<file path="config.mk">
export PLATFORM = sky130hd
export DESIGN_NAME = dac_sample_fifo
export DESIGN_NICKNAME = d
export VERILOG_FILES = /design/src/rtl/dac_sample_fifo_pkg.sv /design/src/rtl/dac_fifo_ram.sv /design/src/rtl/dac_sample_fifo.sv
export SDC_FILE = /design/constraint.sdc
export NUM_CORES = 1
export LEC_CHECK = 0
export BUFFER_PORTS_ARGS = -buffer_cell sky130_fd_sc_hd__buf_2
export CAP_MARGIN = 20
export CORE_MARGIN = 1.5
export CORE_UTILIZATION = 40
export CTS_BUF_LIST = sky130_fd_sc_hd__clkbuf_4 sky130_fd_sc_hd__clkbuf_8
export DETAILED_ROUTE_END_ITERATION = 7
export GPL_ROUTABILITY_DRIVEN = 0
export SYNTH_ARGS = -nofsm -noshare
export SYNTH_HDL_FRONTEND = slang
export SYNTH_SLANG_ARGS = --single-unit
export TNS_END_PERCENT = 20
</file>
<file path="constraint.sdc">
create_clock -name clk -period 7.2 [get_ports clk]
set_input_delay 1.44 -clock clk [delete_from_list [all_inputs] [get_ports clk]]
set_output_delay 1.44 -clock clk [all_outputs]
set_load 0.03 [all_outputs]
</file>
<file path="src/rtl/dac_sample_fifo_pkg.sv">
// Shared audio definitions for the DAC sample FIFO: default widths, FSM
// state encoding and the stereo frame layout used throughout the buffer.
package dac_sample_fifo_pkg;

    localparam int DAC_DATA_W     = 24;
    localparam int DAC_DEPTH_LOG2 = 4;
    localparam int DAC_PREFILL    = 4;

    typedef enum logic [1:0] {
        ST_IDLE    = 2'd0,
        ST_PREFILL = 2'd1,
        ST_STREAM  = 2'd2
    } fifo_state_t;

    // Left channel occupies the upper half of a stored frame.
    typedef struct packed {
        logic [DAC_DATA_W-1:0] left;
        logic [DAC_DATA_W-1:0] right;
    } stereo_frame_t;

endpackage

</file>
<file path="src/rtl/dac_fifo_ram.sv">
// Simple dual-port frame store: synchronous write, combinational read,
// shaped so synthesis maps it onto distributed RAM.
module dac_fifo_ram #(
    parameter int WIDTH  = 48,
    parameter int ADDR_W = 4
) (
    input  logic              clk,
    input  logic              we,
    input  logic [ADDR_W-1:0] waddr,
    input  logic [WIDTH-1:0]  wdata,
    input  logic [ADDR_W-1:0] raddr,
    output logic [WIDTH-1:0]  rdata
);

    logic [WIDTH-1:0] mem [2**ADDR_W];

    always_ff @(posedge clk) begin
        if (we) begin
            mem[waddr] <= wdata;
        end
    end

    assign rdata = mem[raddr];

endmodule

</file>
<file path="src/rtl/dac_sample_fifo.sv">
// Stereo elastic buffer between the audio output mux and the I2S converter.
// Define DAC_FIFO_UNDERRUN_HOLD_EN to repeat the last frame on underrun.
module dac_sample_fifo
    import dac_sample_fifo_pkg::*;
#(
    parameter int DATA_W     = DAC_DATA_W,
    parameter int DEPTH_LOG2 = DAC_DEPTH_LOG2,
    parameter int PREFILL    = DAC_PREFILL
) (
    input  logic                  clk,
    input  logic                  reset,
    input  logic                  run,
    input  logic                  l_din_en,
    input  logic                  r_din_en,
    input  logic [DATA_W-1:0]     l_din,
    input  logic [DATA_W-1:0]     r_din,
    input  logic                  frame_req,
    output logic                  dout_valid,
    output logic [DATA_W-1:0]     l_dout,
    output logic [DATA_W-1:0]     r_dout,
    output logic [DEPTH_LOG2:0]   fifo_level,
    output logic                  streaming,
    input  logic                  status_clr,
    output logic                  underrun_flag,
    output logic                  overflow_flag,
    output logic                  pair_err_flag
);

    localparam int LVL_W = DEPTH_LOG2 + 1;
    localparam int FRM_W = 2 * DATA_W;
    localparam logic [DEPTH_LOG2:0] PREFILL_LVL = LVL_W'(PREFILL);
    localparam logic [DEPTH_LOG2:0] LVL_ONE     = LVL_W'(1);
    localparam logic [DEPTH_LOG2-1:0] PTR_ONE   = DEPTH_LOG2'(1);

    fifo_state_t state, state_nxt;

    logic                  accept_en;
    logic                  left_pending;
    logic [DATA_W-1:0]     l_pend_p0;
    logic                  pend_load;
    logic                  wr_req;
    logic [FRM_W-1:0]      wr_frame;
    logic                  pair_err_set;

    logic [DEPTH_LOG2-1:0] wr_ptr, rd_ptr;
    logic [DEPTH_LOG2:0]   level_nxt;
    logic                  full, empty;
    logic                  do_wr, do_pop, underrun_set, overflow_set;
    logic [FRM_W-1:0]      rd_frame;
    logic [FRM_W-1:0]      hold_frame;

    // Outside IDLE and with run high the buffer accepts traffic; anything
    // else flushes it on the next edge.
    assign accept_en = run && (state != ST_IDLE);
    assign full      = fifo_level[DEPTH_LOG2];
    assign empty     = (fifo_level == '0);

    // ---------------- pairing of left/right strobes ----------------
    always_comb begin
        wr_req       = 1'b0;
        wr_frame     = {l_din, r_din};
        pair_err_set = 1'b0;
        pend_load    = 1'b0;
        if (accept_en) begin
            if (l_din_en && r_din_en) begin
                wr_req = 1'b1;
            end else if (r_din_en) begin
                if (left_pending) begin
                    wr_req   = 1'b1;
                    wr_frame = {l_pend_p0, r_din};
                end else begin
                    pair_err_set = 1'b1;
                end
            end else if (l_din_en) begin
                pend_load    = 1'b1;
                pair_err_set = left_pending;
            end
        end
    end

    always_ff @(posedge clk or posedge reset) begin
        if (reset) begin
            left_pending <= 1'b0;
        end else if (!accept_en) begin
            left_pending <= 1'b0;
        end else if (pend_load) begin
            left_pending <= 1'b1;
        end else if (r_din_en && !l_din_en) begin
            left_pending <= 1'b0;
        end
    end

    always_ff @(posedge clk) begin
        if (pend_load) begin
            l_pend_p0 <= l_din;
        end
    end

    // ---------------- FSM: state register ----------------
    always_ff @(posedge clk or posedge reset) begin
        if (reset) begin
            state <= ST_IDLE;
        end else begin
            state <= state_nxt;
        end
    end

    // ---------------- FSM: next state ----------------
    always_comb begin
        state_nxt = state;
        case (state)
            ST_IDLE: begin
                if (run) state_nxt = ST_PREFILL;
            end
            ST_PREFILL: begin
                if (!run) state_nxt = ST_IDLE;
                else if (level_nxt >= PREFILL_LVL) state_nxt = ST_STREAM;
            end
            ST_STREAM: begin
                if (!run) state_nxt = ST_IDLE;
                else if (underrun_set) state_nxt = ST_PREFILL;
            end
            default: state_nxt = ST_IDLE;
        endcase
    end

    // ---------------- FSM: outputs and FIFO control ----------------
    always_comb begin
        streaming    = (state == ST_STREAM);
        do_pop       = run && frame_req && streaming && !empty;
        underrun_set = run && frame_req && streaming && empty;
        // A full FIFO still takes a write when the same cycle pops a frame.
        do_wr        = wr_req && (!full || do_pop);
        overflow_set = wr_req && full && !do_pop;
        level_nxt    = fifo_level;
        if (do_wr && !do_pop) begin
            level_nxt = fifo_level + LVL_ONE;
        end else if (do_pop && !do_wr) begin
            level_nxt = fifo_level - LVL_ONE;
        end
    end

    always_ff @(posedge clk or posedge reset) begin
        if (reset) begin
            wr_ptr     <= '0;
            rd_ptr     <= '0;
            fifo_level <= '0;
        end else if (!accept_en) begin
            wr_ptr     <= '0;
            rd_ptr     <= '0;
            fifo_level <= '0;
        end else begin
            if (do_wr)  wr_ptr <= wr_ptr + PTR_ONE;
            if (do_pop) rd_ptr <= rd_ptr + PTR_ONE;
            fifo_level <= level_nxt;
        end
    end

    dac_fifo_ram #(
        .WIDTH  (FRM_W),
        .ADDR_W (DEPTH_LOG2)
    ) u_ram (
        .clk   (clk),
        .we    (do_wr),
        .waddr (wr_ptr),
        .wdata (wr_frame),
        .raddr (rd_ptr),
        .rdata (rd_frame)
    );

`ifdef DAC_FIFO_UNDERRUN_HOLD_EN
    // Output registers already carry the last popped frame after an
    // underrun, and are zero when PREFILL was entered from IDLE.
    assign hold_frame = {l_dout, r_dout};
`else
    assign hold_frame = '0;
`endif

    // ---------------- output register stage ----------------
    always_ff @(posedge clk or posedge reset) begin
        if (reset) begin
            dout_valid <= 1'b0;
            l_dout     <= '0;
            r_dout     <= '0;
        end else begin
            dout_valid <= frame_req;
            if (!accept_en) begin
                l_dout <= '0;
                r_dout <= '0;
            end else if (frame_req) begin
                if (do_pop) begin
                    {l_dout, r_dout} <= rd_frame;
                end else begin
                    {l_dout, r_dout} <= hold_frame;
                end
            end
        end
    end

    // Sticky flags: a new event wins over a simultaneous clear.
    always_ff @(posedge clk or posedge reset) begin
        if (reset) begin
            underrun_flag <= 1'b0;
            overflow_flag <= 1'b0;
            pair_err_flag <= 1'b0;
        end else begin
            underrun_flag <= underrun_set | (underrun_flag & ~status_clr);
            overflow_flag <= overflow_set | (overflow_flag & ~status_clr);
            pair_err_flag <= pair_err_set | (pair_err_flag & ~status_clr);
        end
    end

endmodule

</file>
# Word level (Yosys, flattened, before mapping)
# Memories as Yosys holds them, arrays and structs flattened.
# Index checks and enable logic that the tools add are counted.
dict set report totals {
  register_bits 92
  ramBits 768
  output_inout_bits 58
  elab_cells 97
  mem_count 1
}
# name words width read_ports rd_ports_with_merged_regs wr line_no
set mem_list {}
lappend mem_list {u_ram.mem 16 48 1 0 1 dac_fifo_ram.sv:15} ;# logic [WIDTH-1:0] mem [2**ADDR_W];
dict set report op_classes {
  add_sub_neg 4
  magnitude_cmp 1
  eq_ne 9
  n_mux 41
  n_bitwise 7
  reduce_logical 22
}
# operator count
set ops {}
lappend ops {{$mux W48} 4}
lappend ops {{$mux W24} 6}
lappend ops {{$mux W1} 18}
lappend ops {{$mux W4} 4}
lappend ops {{$mux W5} 3}
lappend ops {{$logic_and A1 B1 Y1} 12}
lappend ops {{$mux W2} 5}
lappend ops {{$add A4 B1 Y4 const B} 2}
lappend ops {{$pmux W2 S3} 1}
lappend ops {{$add A5 B1 Y5 const B} 1}
lappend ops {{$ge A5 B3 Y1 const B} 1}
lappend ops {{$logic_not A1 Y1} 5}
lappend ops {{$logic_not A5 Y1} 1}
lappend ops {{$sub A5 B1 Y5 const B} 1}
lappend ops {{$ne A2 B1 Y1 const B} 2}
lappend ops {{$ne A2 B2 Y1 const B} 2}
lappend ops {{$and A1 B1 Y1} 3}
lappend ops {{$ne A3 B1 Y1 const B} 1}
lappend ops {{$ne A3 B2 Y1 const B} 1}
lappend ops {{$ne A3 B3 Y1 const B} 1}
lappend ops {{$or A1 B1 Y1} 3}
lappend ops {{$reduce_and A3 Y1} 1}
lappend ops {{$eq A2 B1 Y1 const B} 1}
lappend ops {{$eq A2 B2 Y1 const B} 1}
lappend ops {{other kinds (4)} 4}

# Depth between registers and ports, before layout
# Gate-level depths: netlist (run 1).
dict set report logic_depth {
  ltp_word 13
  depth_mapped 8
  depth_no_buf 8
}

# Hierarchy
# From an unflattened synthesis (run 1), not the netlist that was laid out.
dict set report hier_totals {
  hier_cells 1478
  hier_area_um2 32607.5
}
# mod instances cells_each area_per_inst_um2
set by_module_without_submodules {}
lappend by_module_without_submodules {dac_fifo_ram 1 1194 28730.1}
lappend by_module_without_submodules {dac_sample_fifo 1 284 3877.5}

# Least setup slack after synthesis (run 1)
# Ideal clock, no wire load.
dict set report synth_path {
  path_type {input-to-reg}
  startpoint {in run}
  endpoint {mem u_ram.mem[1][0], enable pin}
  t_arrival_ps 6436
  slack_ps 192
  path_stages 4
  path_buffers 0
  cell_sequence {nand4b_1 -> nand2_1 -> nand2_1 -> nor4_1}
}
dict set report synth_between {
  elab_chain_cells 7
}
# item line_no
set synth_rtl {}
lappend synth_rtl {{start: declaration} dac_sample_fifo.sv:12} ;# input logic run,
lappend synth_rtl {{$logic_and A1 B1 Y1 (3 in series)} dac_sample_fifo.sv:130} ;# do_pop = run && frame_req && streaming && !empty;
lappend synth_rtl {{$logic_or A1 B1 Y1} dac_sample_fifo.sv:133} ;# do_wr = wr_req && (!full || do_pop);
lappend synth_rtl {{$logic_and A1 B1 Y1 *} dac_sample_fifo.sv:133}
lappend synth_rtl {{$mux W1 *} dac_fifo_ram.sv:18} ;# if (we) begin
lappend synth_rtl {{$mux W1 (not written as such) *} dac_fifo_ram.sv:19} ;# mem[waddr] <= wdata;
lappend synth_rtl {{end: declaration} dac_fifo_ram.sv:15}
# Every way passes the cells marked *; elsewhere a longest branch is shown, timed or not.

# Worst setup path in the final report (run 1)
dict set report layout_path {
  startpoint {in frame_req}
  endpoint {mem u_ram.mem[8][45], enable pin}
}
dict set report layout_between {
  elab_chain_cells 7
}
# item line_no
set layout_rtl {}
lappend layout_rtl {{start: declaration} dac_sample_fifo.sv:17} ;# input logic frame_req,
lappend layout_rtl {{$logic_and A1 B1 Y1 (3 in series)} dac_sample_fifo.sv:130}
lappend layout_rtl {{$logic_or A1 B1 Y1} dac_sample_fifo.sv:133}
lappend layout_rtl {{$logic_and A1 B1 Y1} dac_sample_fifo.sv:133}
lappend layout_rtl {{$mux W1} dac_fifo_ram.sv:18}
lappend layout_rtl {{$mux W1 (not written as such)} dac_fifo_ram.sv:19}
# No other way between the ends.

==> results of run 1 <==
[synthesized netlist by cell type, types with 6 or more instances]
library cell | number | share of area
edfxtp_1 | 792 | 0.72
mux4_2 | 212 | 0.15
dfrtp_1 | 68 | 0.052
a22o_1 | 48 | 0.013
clkbuf_1 | 36 | 0.0041
mux4_1 | 28 | 0.022
mux2_2 | 26 | 0.0089
nor2_1 | 25 | 0.0029
inv_1 | 14 | 0.0016
buf_6 | 13 | 0.0044
nand2_1 | 13 | 0.0015
buf_2 | 11 | 0.0017
ha_1 | 8 | 0.0030
nor3_1 | 7 | 0.0011
xor2_1 | 6 | 0.0016
[critical path: stages]
cell and delay [ns]:
buf_2 0.16, nand4b_1 0.27, nand2_1 0.19, nand2_1 0.23
nor2_1 0.15, nand2_1 0.24, nor2_4 0.84, buf_4 0.50
[routing by layer]
metal,vias to the layer above,part of all wire
met5,-,0.00025
met4,4,0.016
met3,95,0.048
met2,388,0.51
met1,7992,0.43
li1,6356,-
[stage by stage]
step | std cells | worst slack [ns] | util | instance area [sq um]
final | 2777 | 3.53 | 0.461 | 37700
after global routing | 2777 | 3.37 | 0.461 | 37700
after CTS | 2776 | 3.49 | 0.461 | 37700
after detailed placement | 2514 | 2.68 | 0.426 | 34800
after global placement | 2512 | 2.68 | 0.425 | 34700
after floorplan | 1368 | 0.192 | - | 32900
[registers in the layout (all words and copies together) (netlist names)]
| register | flops |
|---|---|
| u_ram.mem | 768 |
| l_dout | 24 |
| l_pend_p0 | 24 |
| r_dout | 24 |
| fifo_level | 5 |
| rd_ptr | 4 |
| wr_ptr | 4 |
| state | 2 |
| dout_valid | 1 |
| left_pending | 1 |
| overflow_flag | 1 |
| pair_err_flag | 1 |
| underrun_flag | 1 |
[power breakdown]
part	switching, W	leakage [nW]	internal (W)	total [W]
sequential	0.00000318	8.06	0.00547	0.00547
combinational	0.000105	2.53	0.0000308	0.000136
clock	0.00188	1.56	0.00243	0.00431
[path summary, 6_finish.rpt]
path | from | to | slack [ns]
min | r_dout[6] | r_dout[6] | 0.50
min in group asynchronous | reset | pair_err_flag | 0.77
max reg2reg | state[0] | u_ram.mem[8][45] | 3.87
min reg2reg | r_dout[6] | r_dout[6] | 0.50
max | frame_req | u_ram.mem[8][45] | 3.53
max in group asynchronous | reset | rd_ptr[0] | 5.23
[cells by family (layout without fill, tap and decap cells)]
logic type               count (synthesis)  in the layout  synth area share
AND/OR/NAND/NOR                         69             69            0.0106
buffers and inverters                   84            422            0.0156
adder cells (fa/ha/maj)                  8              8           0.00304
flip-flops                             860            860             0.774
other                                    0              1                 0
XOR/XNOR                                 9              9           0.00239
multiplexers                           268            268             0.177
AO/OA/AOI/OAI                           70             70            0.0173
[cell type report]
class | instances | area, sq um
repair buffers | 146 | 853
well taps | 1070 | 1340
multi-input cells | 424 | 7030
flip-flops and latches | 860 | 25500
fillers | 6741 | 44000
diodes | 1 | 2.50
clock buffers | 222 | 2660
inverters | 14 | 53.8
clock inverters | 40 | 268
==> qor.yml, run 1 <==
status:
  status: "complete, no violations"
clock_network:
  cts_resized: 0
  clk_path_buf_depth: 3
  cts_root_buf: "clkbuf_8"
  clock_latency_ns: 0.77
  cts_setup_buffers: 0
  cts_tree: "yes"
  cts_max_level: 4
  ctsHoldBuffers: 0
  cts.sinks: 860
  clkSlewWorstSetupHoldPaths_ns: 0.06
  cts_buffers: 143
drt:
  vias: 14800
  route.detailed.drc: 0
  firstDrtPassIters: 4
  vias_per_cell: 5.34
  drtIter0Drc: 996
  wl_um: 69100
  wl_per_cell_um: 24.9
  ant_nets: 0
floorplanning:
  rows: 105
  initial_core_util: 0.403
  coreArea_sq_um: 81700
  die_x_um: 290
  die_h_um: 290
  dieArea_sq_um: 84000
  io_pins: 113
sta:
  maxSlewViolCount: 0
  slew_headroom: 0.327
  setup_viol: 0
  fin_crit_ns: 3.67
  finalCritPeriodShare: 0.510
  tns_ns: 0
  fmax_mhz: 272
  finalHoldViolations: 0
  worstMarginPinSlew_ns: 1.01
  timing.hold.ws_ns: 0.499
  rsz0062_at_grt: "false"
  fin_skew_ns: 0.0384
global_route:
  grt_max_degree: 95
  antenna_found_initial: 4
  grt_pass1_wl_um: 104000
  grt_use_met3: 0.0378
  grt_busiest_layer: "met2"
  grt_use_total: 0.167
  grt-ovfl-total: 0
  grt_pass1_vias: 16300
  grt_use_met1: 0.220
  met2_usage: 0.281
logic_synthesis:
  ys_seq_area_frac: 0.774
  yosysWarnings: 0
  synth_edf_count: 792
  ys_ff_latch: 860
  synthFlopType: "edfxtp_1"
  ys_types: 45
  syn_inst: 1368
  synth.cell_area_sq_um: 32900
  syn_nets: 1431
  ys_async_sr_fraction: 0.0791
  avgSynthCellArea_sq_um: 24.1
power:
  p_per_area_nw_per_um2: 263
  p_leak_nw: 12.1
  max-vdd-ir-drop_uv: 171
  p_total_w: 0.00992
placement:
  portBuffers: 112
  hpwl_um: 38200
cells_and_area:
  syn_to_final_growth_pct: 14.5
  layout_commonest_cell: "edfxtp_1"
  nets: 1652
  final_cell_mix: "edfxtp_1 (792), mux4_2 (212), clkbuf_8 (159)"
  drive_above_1_share: 0.383
worst_setup_path:
  worstPathMaxFanout: 29
  cp.arrival_ns: 4.08
  cp_data_required_time_ns: 7.61
  start_kind: "input port"
  cp-end-kind: "flip-flop"
  path_class: "input port to flip-flop"
  reg2regPathDepth: 7
hold_path:
  min_path_cells: 1
  hold_path.class: "flip-flop to flip-flop"
run:
  maxCapViolCount: 0
(Power assumes the default switching activity.)
==> inputs of run 2 (changes only) <==
==> constraint.sdc (replaced) <==
create_clock -name clk -period 3 [get_ports clk]
set_input_delay 0.6 -clock clk [delete_from_list [all_inputs] [get_ports clk]]
set_output_delay 0.6 -clock clk [all_outputs]
set_load 0.03 [all_outputs]
==> run 2 against run 1 <==
  * Utilization grew 1.2 points
  * Sequential power grew 140%
  * Register-to-register slack lost 3.4 ns
  * Cell count grew 2.0%
  * Sequential cell count is the same
  * Critical endpoint is now u_ram.mem[7][2]
  * Largest power group unchanged
==> qor.yml, run 2 (synthesized netlist as in run 1, its figures left out) <==
clock_network:
  clk_path_buf_depth: 3
  cts_root_buf: "clkbuf_8"
  cts_resized: 0
  cts_buffers: 143
  clkSlewWorstSetupHoldPaths_ns: 0.06
  clock_latency_ns: 0.77
  cts_setup_buffers: 0
  cts.sinks: 860
  cts_tree: "yes"
  cts_max_level: 4
  ctsHoldBuffers: 21
sta:
  finalCritPeriodShare: 0.851
  finalHoldViolations: 0
  fin_crit_ns: 2.55
  rsz0062_at_grt: "false"
  maxSlewViolCount: 0
  fin_skew_ns: 0.0336
  slew_headroom: 0.571
  worstMarginPinSlew_ns: 0.644
  fmax_mhz: 392
  tns_ns: 0
  setup_viol: 0
global_route:
  grt_max_degree: 53
  antenna_found_initial: 4
  grt_pass1_vias: 16300
  grt-ovfl-total: 0
  grt_use_total: 0.174
  grt_pass1_wl_um: 107000
worst_setup_path:
  path_buf_inv: 1
  path_class: "flip-flop to flip-flop"
  crit_slowest_cell: "dfrtp_1"
  crit_path_cell_trace: "o21a_1, nand2_1, a21oi_1, nand2_1, nor3_4, buf_12"
  cp-end-kind: "flip-flop"
  cpLargestDelayFamily: "simple AND/OR/NAND/NOR gates"
  start_kind: "flip-flop"
  crit_top_cell: "nand2_1"
  cp_slowest_stage_delay_ns: 0.45
  cp.arrival_ns: 2.97
  cp_data_required_time_ns: 3.41
  worstPathMaxFanout: 39
placement:
  portBuffers: 112
  hpwl_um: 40500
drt:
  vias: 15300
  wl_um: 72300
  vias_per_cell: 5.39
  firstDrtPassIters: 5
  drtIter0Drc: 1036
  ant_nets: 0
  route.detailed.drc: 0
  wl_per_cell_um: 25.5
power:
  p_leak_nw: 12.5
  clkPwrFrac: 0.434
  p_per_area_nw_per_um2: 617
  swShare: 0.203
  max-vdd-ir-drop_uv: 345
  power_frac_comb: 0.015
  internal_power_w: 0.0190
  p_switching_w: 0.00483
  power.share.sequential: 0.551
floorplanning:
  dieArea_sq_um: 84000
  io_pins: 113
  initial_core_util: 0.403
  coreArea_sq_um: 81700
  rows: 105
  die_x_um: 290
  die_h_um: 290
cells_and_area:
  regMostFlops: "u_ram.mem"
  layout_commonest_cell: "edfxtp_1"
  syn_to_final_growth_pct: 17.4
  fill_cells: 6712
  largest_reg_flops: 768
  final_cell_mix: "edfxtp_1 (792), mux4_2 (212), clkbuf_8 (156)"
  final_util: 0.473
  drive_above_1_share: 0.390
  nets: 1708
hold_path:
  hold_path.class: "input port to flip-flop"
status:
  status: "complete, no violations"
run:
  maxCapViolCount: 0
-- run 2: power by group through the flow --
stage | Clock, W | Sequential [W] | Combinational [W]
final | 0.0103 | 0.0131 | 0.000357
after global routing | 0.0112 | 0.0131 | 0.000396
after CTS | 0.0106 | 0.0131 | 0.000364
after detailed placement | 0 | 0.0134 | 0.000342
after global placement | 0 | 0.0134 | 0.000324
after floorplan | 0 | 0.0134 | 0.000129
-- run 2: final timing paths --
check	startpoint	to	slack, ns	cells past startpoint
min in group asynchronous	reset	underrun_flag	0.41	3
worst min-delay path	l_din[20]	l_pend_p0[20]	0.07	1
worst min register to register	l_dout[12]	l_dout[12]	0.50	1
worst max register to register	state[0]	u_ram.mem[7][2]	0.45	6
worst max-delay path	state[0]	u_ram.mem[7][2]	0.45	6
max in group asynchronous	reset	l_dout[14]	1.93	4
-- run 2: layout make-up --
class | count | area [sq um] | area share
antenna | 2 | 5.00 | 0.000129
clock buffer | 214 | 2580 | 0.0668
clock inverter | 46 | 320 | 0.00829
inverter | 14 | 55.1 | 0.00142
multi-input combinational | 424 | 7100 | 0.184
sequential | 860 | 25500 | 0.660
tap | 1070 | 1340 | 0.0346
timing repair buffer | 202 | 1750 | 0.0453
-- run 2: worst reg2reg max path: stages (launching register included) --
cell and delay, ns:
dfrtp_1 0.45, o21a_1 0.23, nand2_1 0.14, a21oi_1 0.42
nand2_1 0.35, nor3_4 0.28, buf_12 0.33
-- run 2: through the flow --
step	power, W	instance area (sq um)	hold slack, ns	setup slack (ns)	cells
after floorplan	0.0135	33000	0.532	-0.691	1368
after global placement	0.0137	35500	0.487	0.170	2549
after detailed placement	0.0137	35500	0.489	0.125	2549
after CTS	0.0241	38600	0.00505	0.411	2830
after global routing	0.0247	38700	0.0169	0.255	2832
final	0.0238	38700	0.0723	0.446	2832
-- run 2: layer usage --
layer	wire length [um]	GRT usage
met1	30800	0.233
met2	35900	0.282
met3	4160	0.0455
met4	1440	0.0534
met5	23	0
==> inputs of run 3 (changes only) <==
==> constraint.sdc (replaced) <==
create_clock -name clk -period 3.2 [get_ports clk]
set_input_delay 0.64 -clock clk [delete_from_list [all_inputs] [get_ports clk]]
set_output_delay 0.64 -clock clk [all_outputs]
set_load 0.03 [all_outputs]
==> run 3 against run 2 <==
  * Utilization decreased by 0.37 points
  * Highest routed layer unchanged
  * Worst setup slack improved by 0.059 ns
  * Worst hold slack improved by 0.010 ns
  * Power decreased by 7.9%
==> qor.yml, run 3 (synthesized netlist as in run 1, its figures left out) <==
sta:
  fin_skew_ns: 0.0344
  slew_headroom: 0.466
  rsz0062_at_grt: "false"
  maxSlewViolCount: 0
  layout_setup_ws_ns: 0.505
  timing.hold.ws_ns: 0.0827
  setup_viol: 0
  tns_ns: 0
  finalCritPeriodShare: 0.842
  fin_crit_ns: 2.69
  fmax_mhz: 371
  finalHoldViolations: 0
  worstMarginPinSlew_ns: 0.801
placement:
  pre_cts_ws_ns: 0.205
  hpwl_um: 40200
  portBuffers: 112
  placement.cell_area_sq_um: 35400
cells_and_area:
  drive_above_1_share: 0.386
  syn_to_final_growth_pct: 16.5
  regMostFlops: "u_ram.mem"
  nets: 1693
  final_cell_mix: "edfxtp_1 (792), mux4_2 (212), clkbuf_8 (147)"
  fin_area_sq_um: 38400
  final_util: 0.469
  largest_reg_flops: 768
  layout_commonest_cell: "edfxtp_1"
status:
  status: "complete, no violations"
global_route:
  antenna_found_initial: 4
  grt_use_total: 0.177
  grt_pass1_vias: 16400
  grt_pass1_wl_um: 109000
  grt-ovfl-total: 0
  grt_max_degree: 49
worst_setup_path:
  cp_slowest_stage_delay_ns: 0.61
  endpoint: "u_ram.mem[6][8]"
  start_kind: "flip-flop"
  cp.arrival_ns: 3.17
  cp-startpoint: "state[0]"
  path_class: "flip-flop to flip-flop"
  cp-end-kind: "flip-flop"
  crit_path_cell_trace: "nand4b_1, a21oi_1, nand2_1, nor3_4, buf_12"
  reg2regPathDepth: 5
  regToRegEndpoint: "u_ram.mem[6][8]"
  r2r_slack_ns: 0.51
  crit_slowest_cell: "nor3_4"
  worstPathMaxFanout: 17
  cp_data_required_time_ns: 3.68
  timing.rr.start: "state[0]"
clock_network:
  cts_buffers: 141
  cts_root_buf: "clkbuf_8"
  cts_setup_buffers: 0
  cts_tree: "yes"
  clock_latency_ns: 0.79
  clkSlewWorstSetupHoldPaths_ns: 0.07
  cts_max_level: 4
  cts.sinks: 860
  clk_path_buf_depth: 3
power:
  p_per_area_nw_per_um2: 572
  p_leak_nw: 12.3
  max-vdd-ir-drop_uv: 369
floorplanning:
  die_h_um: 290
  rows: 105
  coreArea_sq_um: 81700
  dieArea_sq_um: 84000
  initial_core_util: 0.403
  die_x_um: 290
  io_pins: 113
drt:
  wl_um: 73000
  firstDrtPassIters: 5
  ant_nets: 0
  vias_per_cell: 5.39
  route.detailed.drc: 0
  vias: 15200
  drtIter0Drc: 1133
  wl_per_cell_um: 25.9
hold_path:
  hold_path.class: "input port to flip-flop"
run:
  maxCapViolCount: 0
[run 3: cell types whose count changed in the layout (fill, tap and decap cells not counted), sizes merged]
cell	change
diode	-1
clkinvlp	+5
inv	-2
clkinv	+11
bufinv	-2
dlygate4sd3	-6
buf	-7
clkbuf	-17
[run 3: timing repair]
| item | in CTS | in global routing |
|---|---|---|
| gates resized for setup | 0 | 0 |
| hold endpoints to repair | 42 | 0 |
| hold buffers | 15 | 0 |
[run 3: area by class of cell]
type	instances	area, sq um
antenna	1	2.50
clock buffer	197	2400
clock inverter	58	379
fill	6717	43400
inverter	14	53.8
multi-input combinational	424	7090
sequential	860	25500
tap	1070	1340
timing repair buffer	189	1590
[run 3: worst min path at each step]
stage                   start            end  slack, ns  depth (start not counted)
detailed placement  r_dout[7]      r_dout[7]       0.49                          1
floorplan           wr_ptr[0]      wr_ptr[0]       0.53                          1
global placement    r_dout[5]      r_dout[5]       0.48                          1
finish              l_din[19]  l_pend_p0[19]       0.08                          1
CTS                 l_din[22]  l_pend_p0[22]       0.01                          1
global route        l_din[13]  l_pend_p0[13]       0.04                          1
[run 3: where the power goes]
group / switching (W) / leakage, nW / internal [W]
logic: 0.000244 / 2.82 / 0.0000872
registers: 0.00000752 / 8.06 / 0.0123
clock network: 0.00433 / 1.47 / 0.00498
[run 3: worst max-delay path: cells and delay by family, from the launching register on]
kind                   cells  cell delay [ns]
and+or+nand+nor            3             1.27
DFF                        1             0.44
AOI/OAI and AO/OA          1             0.42
buffers and inverters      1             0.25
[run 3: per-stage QoR]
stage,power [W],cells
detailed placement,0.0129,2542
global placement,0.0128,2542
floorplan,0.0127,1368
global route,0.0227,2813
CTS,0.0222,2812
finish,0.0220,2813
[run 3: per-layer routing]
layer	vias to the layer above	wire length [um]	global-route usage
met5	-	10	0
met2	447	37100	0.297
li1	6440	-	-
met3	103	3600	0.0362
met4	2	1350	0.0553
met1	8167	30900	0.233
